<file path="config.mk">
export PLATFORM = sky130hd
export DESIGN_NAME = ms_path_reverse
export DESIGN_NICKNAME = d
export VERILOG_FILES = /design/src/rtl/ms_pkg.sv /design/src/rtl/ms_path_ram.sv /design/src/rtl/ms_path_reverse.sv
export SDC_FILE = /design/constraint.sdc
export NUM_CORES = 1
export LEC_CHECK = 0
export BUFFER_PORTS_ARGS = -buffer_cell sky130_fd_sc_hd__buf_2
export CAP_MARGIN = 15
export CORE_UTILIZATION = 40
export CTS_CLUSTER_SIZE = 14
export DETAILED_ROUTE_END_ITERATION = 8
export PLACE_DENSITY_LB_ADDON = 0.25
export SYNTH_ARGS = -nofsm -noshare
export SYNTH_HDL_FRONTEND = slang
export SYNTH_SLANG_ARGS = --single-unit
</file>
<file path="constraint.sdc">
create_clock -name clk -period 5.95 [get_ports clk]
set_clock_uncertainty 0.1 [all_clocks]
set_input_delay 0 -clock clk [delete_from_list [all_inputs] [get_ports clk]]
set_output_delay 0 -clock clk [all_outputs]
set_load 0.05 [all_outputs]
</file>
<file path="src/rtl/ms_pkg.sv">
// ms_pkg: shared constants and types for the maze-solver path logic.
//   MAZE_DIM   - maze edge length including the border wall
//   PATH_DEPTH - interior cell count, the longest possible path
//   coord_t    - one maze coordinate
//   ms_state_t - path reverser FSM states
package ms_pkg;

  localparam int MAZE_DIM   = 15;
  localparam int PATH_DEPTH = 169;

  typedef logic [3:0] coord_t;

  typedef enum logic [2:0] {
    ST_IDLE,
    ST_COLLECT,
    ST_DRAIN,
    ST_REPLAY,
    ST_DONE
  } ms_state_t;

endpackage

</file>
<file path="src/rtl/ms_path_ram.sv">
// ms_path_ram: simple dual-port path buffer, DEPTH x W.
//   clk          - clock
//   we/waddr/wdata - write port
//   re/raddr     - read request; rdata registered, held when re is low
// No reset on storage or on the read register.
module ms_path_ram #(
  parameter int DEPTH = 169,
  parameter int W     = 8,
  parameter int AW    = (DEPTH > 1) ? $clog2(DEPTH) : 1
) (
  input  logic          clk,
  input  logic          we,
  input  logic [AW-1:0] waddr,
  input  logic [W-1:0]  wdata,
  input  logic          re,
  input  logic [AW-1:0] raddr,
  output logic [W-1:0]  rdata
);

  logic [W-1:0] mem [DEPTH];

  always_ff @(posedge clk) begin
    if (we) mem[waddr] <= wdata;
    if (re) rdata <= mem[raddr];
  end

endmodule

</file>
<file path="src/rtl/ms_path_reverse.sv">
// ms_path_reverse: collects a solved path (goal-to-start) and replays it
// start-to-goal over a valid/ready stream, then pulses done with status.
//   clk, rst               - clock, synchronous active-high reset
//   in_valid/in_nv/in_x/in_y - incoming path burst or no-path marker
//   out_valid/out_ready/out_x/out_y - reversed path stream
//   done, path_len, no_path, overflow, step_err, lost - burst status,
//                            meaningful only while done=1
// Build option: MS_PATH_STEP_CHECK_EN adds a unit-step adjacency check
// between consecutive stored coordinates (drives step_err).
module ms_path_reverse
  import ms_pkg::*;
#(
  parameter int DEPTH = PATH_DEPTH,
  parameter int CW    = 4
) (
  input  logic          clk,
  input  logic          rst,
  input  logic          in_valid,
  input  logic          in_nv,
  input  logic [CW-1:0] in_x,
  input  logic [CW-1:0] in_y,
  output logic          out_valid,
  input  logic          out_ready,
  output logic [CW-1:0] out_x,
  output logic [CW-1:0] out_y,
  output logic          done,
  output logic [7:0]    path_len,
  output logic          no_path,
  output logic          overflow,
  output logic          step_err,
  output logic          lost
);

  localparam int AW   = (DEPTH > 1) ? $clog2(DEPTH) : 1;
  localparam int CNTW = $clog2(DEPTH + 1);
  localparam logic [CNTW-1:0] DEPTH_C = CNTW'(DEPTH);

  ms_state_t       state, state_nxt;
  logic [CNTW-1:0] count;
  logic [AW-1:0]   rd_ptr;
  logic            rd_more;   // a read is still owed for entry rd_ptr
  logic            ov_q;
  logic            no_path_q, overflow_q, lost_q;
  logic            wr_en, rd_en, accept, last_acc;
  logic [2*CW-1:0] rd_data;

  assign wr_en = in_valid &&
                 ((state == ST_IDLE && !in_nv) ||
                  (state == ST_COLLECT && count < DEPTH_C));
  assign accept = ov_q && out_ready;
  // Prefetch: fetch the next entry whenever the output slot is empty or
  // being emptied this cycle, giving one coordinate per cycle.
  assign rd_en    = (state == ST_REPLAY) && rd_more && (!ov_q || out_ready);
  // Once no read is owed, the displayed entry is entry 0.
  assign last_acc = (state == ST_REPLAY) && accept && !rd_more;

  ms_path_ram #(.DEPTH(DEPTH), .W(2*CW), .AW(AW)) u_ram (
    .clk   (clk),
    .we    (wr_en),
    .waddr (AW'(count)),
    .wdata ({in_x, in_y}),
    .re    (rd_en),
    .raddr (rd_ptr),
    .rdata (rd_data)
  );

  always_ff @(posedge clk) begin
    if (rst) state <= ST_IDLE;
    else     state <= state_nxt;
  end

  always_comb begin
    state_nxt = state;
    unique case (state)
      ST_IDLE:    if (in_valid) state_nxt = in_nv ? ST_DRAIN : ST_COLLECT;
      ST_COLLECT: if (!in_valid) state_nxt = ST_REPLAY;
      ST_DRAIN:   if (!in_valid) state_nxt = ST_DONE;
      ST_REPLAY:  if (last_acc) state_nxt = ST_DONE;
      ST_DONE:    state_nxt = ST_IDLE;
      default:    state_nxt = ST_IDLE;
    endcase
  end

  always_ff @(posedge clk) begin
    if (rst) begin
      count      <= '0;
      rd_ptr     <= '0;
      rd_more    <= 1'b0;
      ov_q       <= 1'b0;
      no_path_q  <= 1'b0;
      overflow_q <= 1'b0;
      lost_q     <= 1'b0;
    end else begin
      case (state)
        ST_IDLE: begin
          if (in_valid) begin
            if (in_nv) no_path_q <= 1'b1;
            else       count     <= CNTW'(1);
          end
        end
        ST_COLLECT: begin
          if (in_valid) begin
            if (count < DEPTH_C) count      <= count + 1'b1;
            else                 overflow_q <= 1'b1;
          end else begin
            rd_ptr  <= AW'(count - 1'b1);
            rd_more <= 1'b1;
          end
        end
        ST_REPLAY: begin
          if (in_valid) lost_q <= 1'b1;
          if (rd_en) begin
            rd_more <= (rd_ptr != '0);
            if (rd_ptr != '0) rd_ptr <= rd_ptr - 1'b1;
          end
        end
        ST_DONE: begin
          count      <= '0;
          rd_ptr     <= '0;
          rd_more    <= 1'b0;
          no_path_q  <= 1'b0;
          overflow_q <= 1'b0;
          lost_q     <= 1'b0;
        end
        default: ;
      endcase

      if (rd_en)       ov_q <= 1'b1;
      else if (accept) ov_q <= 1'b0;
    end
  end

`ifdef MS_PATH_STEP_CHECK_EN
  logic [CW-1:0] prev_x, prev_y, dx, dy;
  logic          step_bad, step_err_q;

  always_comb begin
    dx = (in_x > prev_x) ? in_x - prev_x : prev_x - in_x;
    dy = (in_y > prev_y) ? in_y - prev_y : prev_y - in_y;
    step_bad = ((CW+1)'(dx) + (CW+1)'(dy)) != (CW+1)'(1);
  end

  always_ff @(posedge clk) begin
    if (rst) begin
      prev_x     <= '0;
      prev_y     <= '0;
      step_err_q <= 1'b0;
    end else begin
      if (wr_en) begin
        prev_x <= in_x;
        prev_y <= in_y;
        // The first entry is written from IDLE and has no predecessor.
        if (state == ST_COLLECT && step_bad) step_err_q <= 1'b1;
      end
      if (state == ST_DONE) step_err_q <= 1'b0;
    end
  end

  assign step_err = step_err_q;
`else
  assign step_err = 1'b0;
`endif

  // Read register is unreset storage; mask it so idle outputs read zero.
  assign out_valid = ov_q;
  assign out_x     = ov_q ? rd_data[2*CW-1:CW] : '0;
  assign out_y     = ov_q ? rd_data[CW-1:0]    : '0;

  assign done     = (state == ST_DONE);
  assign path_len = done ? 8'(count) : 8'd0;
  assign no_path  = no_path_q;
  assign overflow = overflow_q;
  assign lost     = lost_q | (done && in_valid);

endmodule

</file>
==> metrics, run 1 <==
Finish-stage setup viols 0; Post-Syn Instances 2743; post-DP HPWL 83700 um; area of placed instances 56700 um2; critical path cell sequence buf_4, nor4_1, nand3_1, a21oi_1, or2_1, nor3_1, a21oi_1, nor2_1; WP buf/inv 1; endpoints failing hold 0; worst hold-check slack 0.133 ns; area grow syn2layout 12.4%; Final Max Slew Viols 0; Max VDD drop 0.196 mV; Iteration-0 DRC Markers 3562; post-layout net count 2848; row cnt 135; CP max FO 49; first-pass GRT wire length 203000 um; DRC 0; initial antenna violation count 7; startpoint types flip-flop; Worst Path Arrival 4.56 ns; core box area 135000 um2; Total GRT Usage 20.6%; H-tree depth 4; Post-Synth Simple-Gate Area 3.88%; CP Class reg -> reg; clock-pin slew on the worst setup and hold paths 0.07 ns; Avg Cell Area, Syn 19.9 um2; synth top area cells edfxtp_1 (75%), mux4_2 (14%), nor2_1 (1.7%), mux2i_1 (1.4%), nand2_1 (1.1%); mux cell area share after synthesis 15.5%; Post-Synth XOR/XNOR Area 0.0962%; Initial Util 40.3%; Synth Flop Type edfxtp_1; CTS tree yes; Worst EP required 6.48 ns; worst min-delay path class in -> reg; vias in the first global route 27.9k; Post-synth EDFFs 1360; clk sinks 1384; GPL Wtd Cong 0.881; Bufs on Longest Clock Path 3; Avg WL per Cell 29.7 um; fmax 248 MHz; Root Driver clkbuf_16; synth warn 0; Synth Area in Adders 0.137%; Post-Syn Nets 2762; largest family of logic cells by synthesized area multiplexers; I/O Buffers 33; crit end category flip-flop; area of the mapped netlist 54700 um2; Static Leak 18.7 nW; layout cells sized above 1 22.4%; Slew headroom 26.5%; Die Width 372 um; Synth async-reset ratio 0%; gr ovfl total 0; Post-DRT Antenna Nets 0; Worst-Margin Slew 1.09 ns; clock latency on the worst-skew pair 0.75 ns; setup TNS 0 ns; Synth Register Bits 1384; post-route minimum period 4.04 ns; total power divided by cell area 382 nW/um2; Max-Cap Viols 0; via density per instance 5.80; Filler cells 11.4k; largest net degree at the start of global routing 118; period utilization 67.8%; RSZ-0062 raised after global routing false; vias post-DR 27.4k; top-area cell type share of the netlist area 74.7%; Worst path most repeated cell a21oi_1; cell taking the most area after synthesis edfxtp_1; DR pass1 iterations 5; max incr delay on CP 0.98 ns; Final Power 23.5 mW; status complete, no violations; Synth Area in Compound Gates 2.83%; post-CTS setup buffers 0; Top delay family on crit path simple AND/OR/NAND/NOR gates; Die ar. 138000 um2; total wire length 140000 um; Final Cell Area 61400 um2; Slowest cell on crit path nor4_1; post-synthesis sequential area ratio 75.6%; Ports 35; Unique masters post-synth 71; Die Y-Extent 372 um; Inserted Clock Buffers 146
layout make-up:
cell class	instances	area [um2]	share of cell area, %
multi-input cells	1174	12300	20.0
inverters	17	65.1	0.106
repair buffers	106	903	1.47
flip-flops and latches	1384	41300	67.3
clock inverters	80	687	1.12
diodes	1	2.50	0.00407
well taps	1781	2230	3.63
clock buffers	182	3890	6.34
tightest hold or removal path, cell delays in order:
cell,delay (ns)
dlygate4sd3_1,0.52
buf_2,0.21
a22oi_1,0.12
nor2_1,0.08
through the flow:
stage	cells	util, %	setup slack, ns
finish	4725	45.3	1.91
global route	4724	45.3	1.77
CTS	4724	45.3	1.92
detailed placement	4446	41.8	1.92
global placement	4446	41.8	1.94
floorplan	2743	-	3.31
power by group:
group / internal, mW / total [mW] / switching (mW)
logic: 1.47 / 3.76 / 2.29
clock network: 5.04 / 8.76 / 3.72
registers: 10.8 / 11.0 / 0.212
sequential cells by signal, indices dropped and copies added, names as in the netlist:
| name | flops |
|---|---|
| u_ram.mem | 1352 |
| out_valid | 1 |
| rd_more | 1 |
| rd_ptr | 8 |
| count | 8 |
| u_ram.rdata | 8 |
| lost_q | 1 |
| state | 3 |
| overflow | 1 |
| no_path | 1 |
Yosys cell counts, types with 14 or more instances:
library cell     n
clkbuf_1        74
nor3_1          18
dfxtp_1         24
o221ai_1        15
o22ai_1         16
a21oi_1         51
a211oi_1        20
nand3_1         15
mux2_2          17
buf_2           35
a221oi_1        15
and3_1          16
mux4_2         331
mux2i_1         79
a22oi_1         14
o21ai_0         34
buf_6           18
and2_1          16
nand2_1        159
edfxtp_1      1360
buf_1           15
nor2_1         244
buf_4           17
routing by layer:
layer / vias up / wire [um] / track usage (%) / share of wire (%)
li1: 11400 / - / - / -
met1: 14500 / 57800 / 28.7 / 41
met2: 1230 / 65600 / 31.7 / 47
met3: 233 / 12900 / 5.21 / 9.2
met4: 12 / 4070 / 6.74 / 2.9
met5: - / 74 / 0 / 0.053
repair_timing:
action / in CTS / in global routing
gates resized for setup: 0 / 0
hold buffers: 16 / 0
endpoints found under the hold margin: 724 / 0
cell usage in the layout (no fill, tap or decap), types with 16 or more instances in the layout:
master,netlist,layout
edfxtp_1,1360,1360
buf_2,35,25
o22ai_1,16,16
a21oi_1,51,51
dfxtp_1,24,19
nor3_1,18,17
clkbuf_1,74,31
mux2i_1,79,79
clkbuf_16,0,151
a211oi_1,20,20
clkinv_1,2,31
buf_4,17,49
and3_1,16,16
dlygate4sd3_1,0,16
o21ai_0,34,34
clkinv_2,0,29
mux4_2,331,331
nor2_1,244,242
nand2_1,159,156
mux2_2,17,17
and2_1,16,16
path summary, 6_finish.rpt:
| check | from | end | slack (ns) | cells past startpoint |
|---|---|---|---|---|
| setup / recovery | rd_ptr[2]$_SDFFE_PP0P_ | rd_ptr[0]$_SDFFE_PP0P_ | 1.91 | 8 |
| hold / removal | in_valid | lost_q$_SDFFE_PP0P_ | 0.13 | 4 |
| setup reg to reg | rd_ptr[2]$_SDFFE_PP0P_ | rd_ptr[0]$_SDFFE_PP0P_ | 1.91 | 8 |
| hold reg to reg | lost_q$_SDFFE_PP0P_ | lost_q$_SDFFE_PP0P_ | 0.42 | 2 |
kinds of logic (layout without fill, tap and decap cells):
kind of cell | Yosys count | after routing
fa+ha+maj | 6 | 6
compound gates | 228 | 228
flops | 1384 | 1384
buf+inv | 185 | 385
mux | 431 | 431
other cells | 1 | 2
xor+xnor | 6 | 6
simple gates | 502 | 502
Note: power is estimated with default switching activity, not from simulation.
==> inputs of run 2 (changes only) <==
==> constraint.sdc (replaced) <==
create_clock -name clk -period 4.2 [get_ports clk]
set_clock_uncertainty 0.1 [all_clocks]
set_input_delay 0 -clock clk [delete_from_list [all_inputs] [get_ports clk]]
set_output_delay 0 -clock clk [all_outputs]
set_load 0.05 [all_outputs]
==> run 2 against run 1 <==
Against the previous run: clock power is 46% higher; die area stayed put; sequential power is 41% higher; largest cell class unchanged; setup slack worse by 1.4 ns; cell count is 3.0% higher; first-iteration DRC count is 13% lower; fmax is 8.1% higher; largest power group unchanged; clock-buffer cell count is 6 lower.
==> metrics, run 2 (same netlist as run 1, synthesis figures left out) <==
status complete, no violations; clock latency on the worst-skew pair 0.77 ns (+0.02 ns); vias in the first global route 28.4k (+1.9%); Max-Cap Viols 0 (unchanged); DRC 0 (unchanged); Final Cell Area 62700 um2 (+2.1%); Iteration-0 DRC Markers 3104 (-13%); Slowest cell on crit path dfxtp_4; endpoints failing hold 0 (unchanged); post-layout net count 2992 (+5.1%); Slew headroom 21.0% (-5.5 points); via density per instance 5.75 (-0.90%); Worst EP required 4.65 ns (-1.83 ns); Final Max Slew Viols 0 (unchanged); Final Non-Filler Cells 4869 (+3.0%); core box area 135000 um2 (unchanged); vias post-DR 28.0k (+2.1%); post-route minimum period 3.73 ns (-0.303 ns); WP buf/inv 1 (unchanged); max incr delay on CP 0.73 ns (-0.25 ns); critical path cell sequence buf_12, nand3b_1, o22ai_1, a311o_1, o21ai_1, a221oi_1, nor3b_1, o31ai_1; initial antenna violation count 3 (-4); first-pass GRT wire length 207000 um (+2.0%); largest net degree at the start of global routing 126 (+6.8%); Top delay family on crit path compound AO/OA/AOI/OAI gates; Place WS 0.538 ns (-1.38 ns); post-DP HPWL 88700 um (+6.0%); RSZ-0062 raised after global routing false; area of placed instances 57800 um2 (+2.0%); total wire length 144000 um (+2.7%); register bank with the most flops u_ram.mem; Ports 35 (unchanged); row cnt 135 (unchanged); DR pass1 iterations 5 (unchanged); Post-DRT Antenna Nets 0 (unchanged); setup TNS 0 ns (unchanged); startpoint types flip-flop; Avg WL per Cell 29.6 um (-0.38%); most frequent cells in the layout edfxtp_1 (1360), mux4_2 (331), nor2_1 (243); layout cells sized above 1 26.1% (+3.7 points); fmax 268 MHz (+8.1%); Finish-stage setup viols 0 (unchanged); Die Width 372 um (unchanged); period utilization 88.9% (+21 points); post-cts resize count 0 (unchanged); Root Driver clkbuf_16; Worst-Margin Slew 1.18 ns (+0.0919 ns); Initial Util 40.3% (unchanged); crit end category flip-flop; post-CTS setup buffers 0 (unchanged); Die ar. 138000 um2 (unchanged); CTS Hold Buffers Added 17 (+1); Placed Cells 4592 (+3.3%); Die Y-Extent 372 um (unchanged); I/O Buffers 33 (unchanged); Worst Path Arrival 4.19 ns (-0.37 ns); gr ovfl total 0 (unchanged); most common cell after layout, fill and taps aside edfxtp_1; Static Leak 19.6 nW (+4.6%); Inserted Clock Buffers 143 (-2.1%); CP max FO 33 (-33%); worst min-delay path class in -> reg; H-tree depth 4 (unchanged); area grow syn2layout 14.8%; clock-pin slew on the worst setup and hold paths 0.07 ns (about the same); max FFs per register 1352 (unchanged); CP Class reg -> reg; Setup WS post-layout 0.467 ns (-1.45 ns); final core utilization 46.3% (+0.96 points); Bufs on Longest Clock Path 3 (unchanged); Total GRT Usage 21.1% (+0.50 points); total power divided by cell area 541 nW/um2 (+41%); Max VDD drop 0.394 mV (+100%); clk sinks 1384 (unchanged); GPL Wtd Cong 0.853 (-3.3%); CTS tree yes
run 2: final timing paths:
check                                  end  slack [ns]  cells after the start                    from
hold / removal      rd_ptr[4]$_SDFFE_PP0P_        0.09                      3                     rst
setup reg to reg  u_ram.rdata[1]$_DFFE_PP_        0.47                      8  rd_ptr[2]$_SDFFE_PP0P_
hold reg to reg        lost_q$_SDFFE_PP0P_        0.42                      2     lost_q$_SDFFE_PP0P_
setup / recovery  u_ram.rdata[1]$_DFFE_PP_        0.47                      8  rd_ptr[2]$_SDFFE_PP0P_
run 2: power breakdown:
group	leakage (nW)	internal, mW	switching, mW	total, mW
clock	2.31	7.55	5.27	12.8
sequential	12.4	15.2	0.256	15.5
combinational	4.85	2.23	3.38	5.60
total	19.6	25.0	8.91	33.9
run 2: final cells by class:
class / instances / area, um2
tap: 1781 / 2230
sequential: 1384 / 41300
antenna: 1 / 2.50
multi-input combinational: 1174 / 12300
clock buffer: 176 / 3790
clock inverter: 83 / 943
timing repair buffer: 253 / 2060
inverter: 17 / 65.1
fill: 11300 / 72700
run 2: layer usage:
layer / GRT usage [%] / routed length (um) / up-vias
met5: 0 / 24 / -
met4: 7.01 / 4170 / 4
met3: 4.90 / 11800 / 215
met2: 32.7 / 67700 / 1147
met1: 29.4 / 60500 / 14900
li1: - / - / 11700
run 2: worst reg2reg max path: cells and delay by family (launching register included):
family	cells	cell delay (ns)
DFF	1	0.73
buffers and inverters	1	0.34
AOI/OAI and AO/OA	5	1.58
and+or+nand+nor	2	0.76
run 2: metrics by stage:
step | power, mW | hold slack (ns)
2_1_floorplan | 19.1 | -0.00113
3_3_place_gp | 21.3 | 0.214
3_5_place_dp | 21.4 | 0.227
4_1_cts | 34.1 | 0.0233
5_1_grt | 34.9 | 0.117
6_report | 33.9 | 0.0914
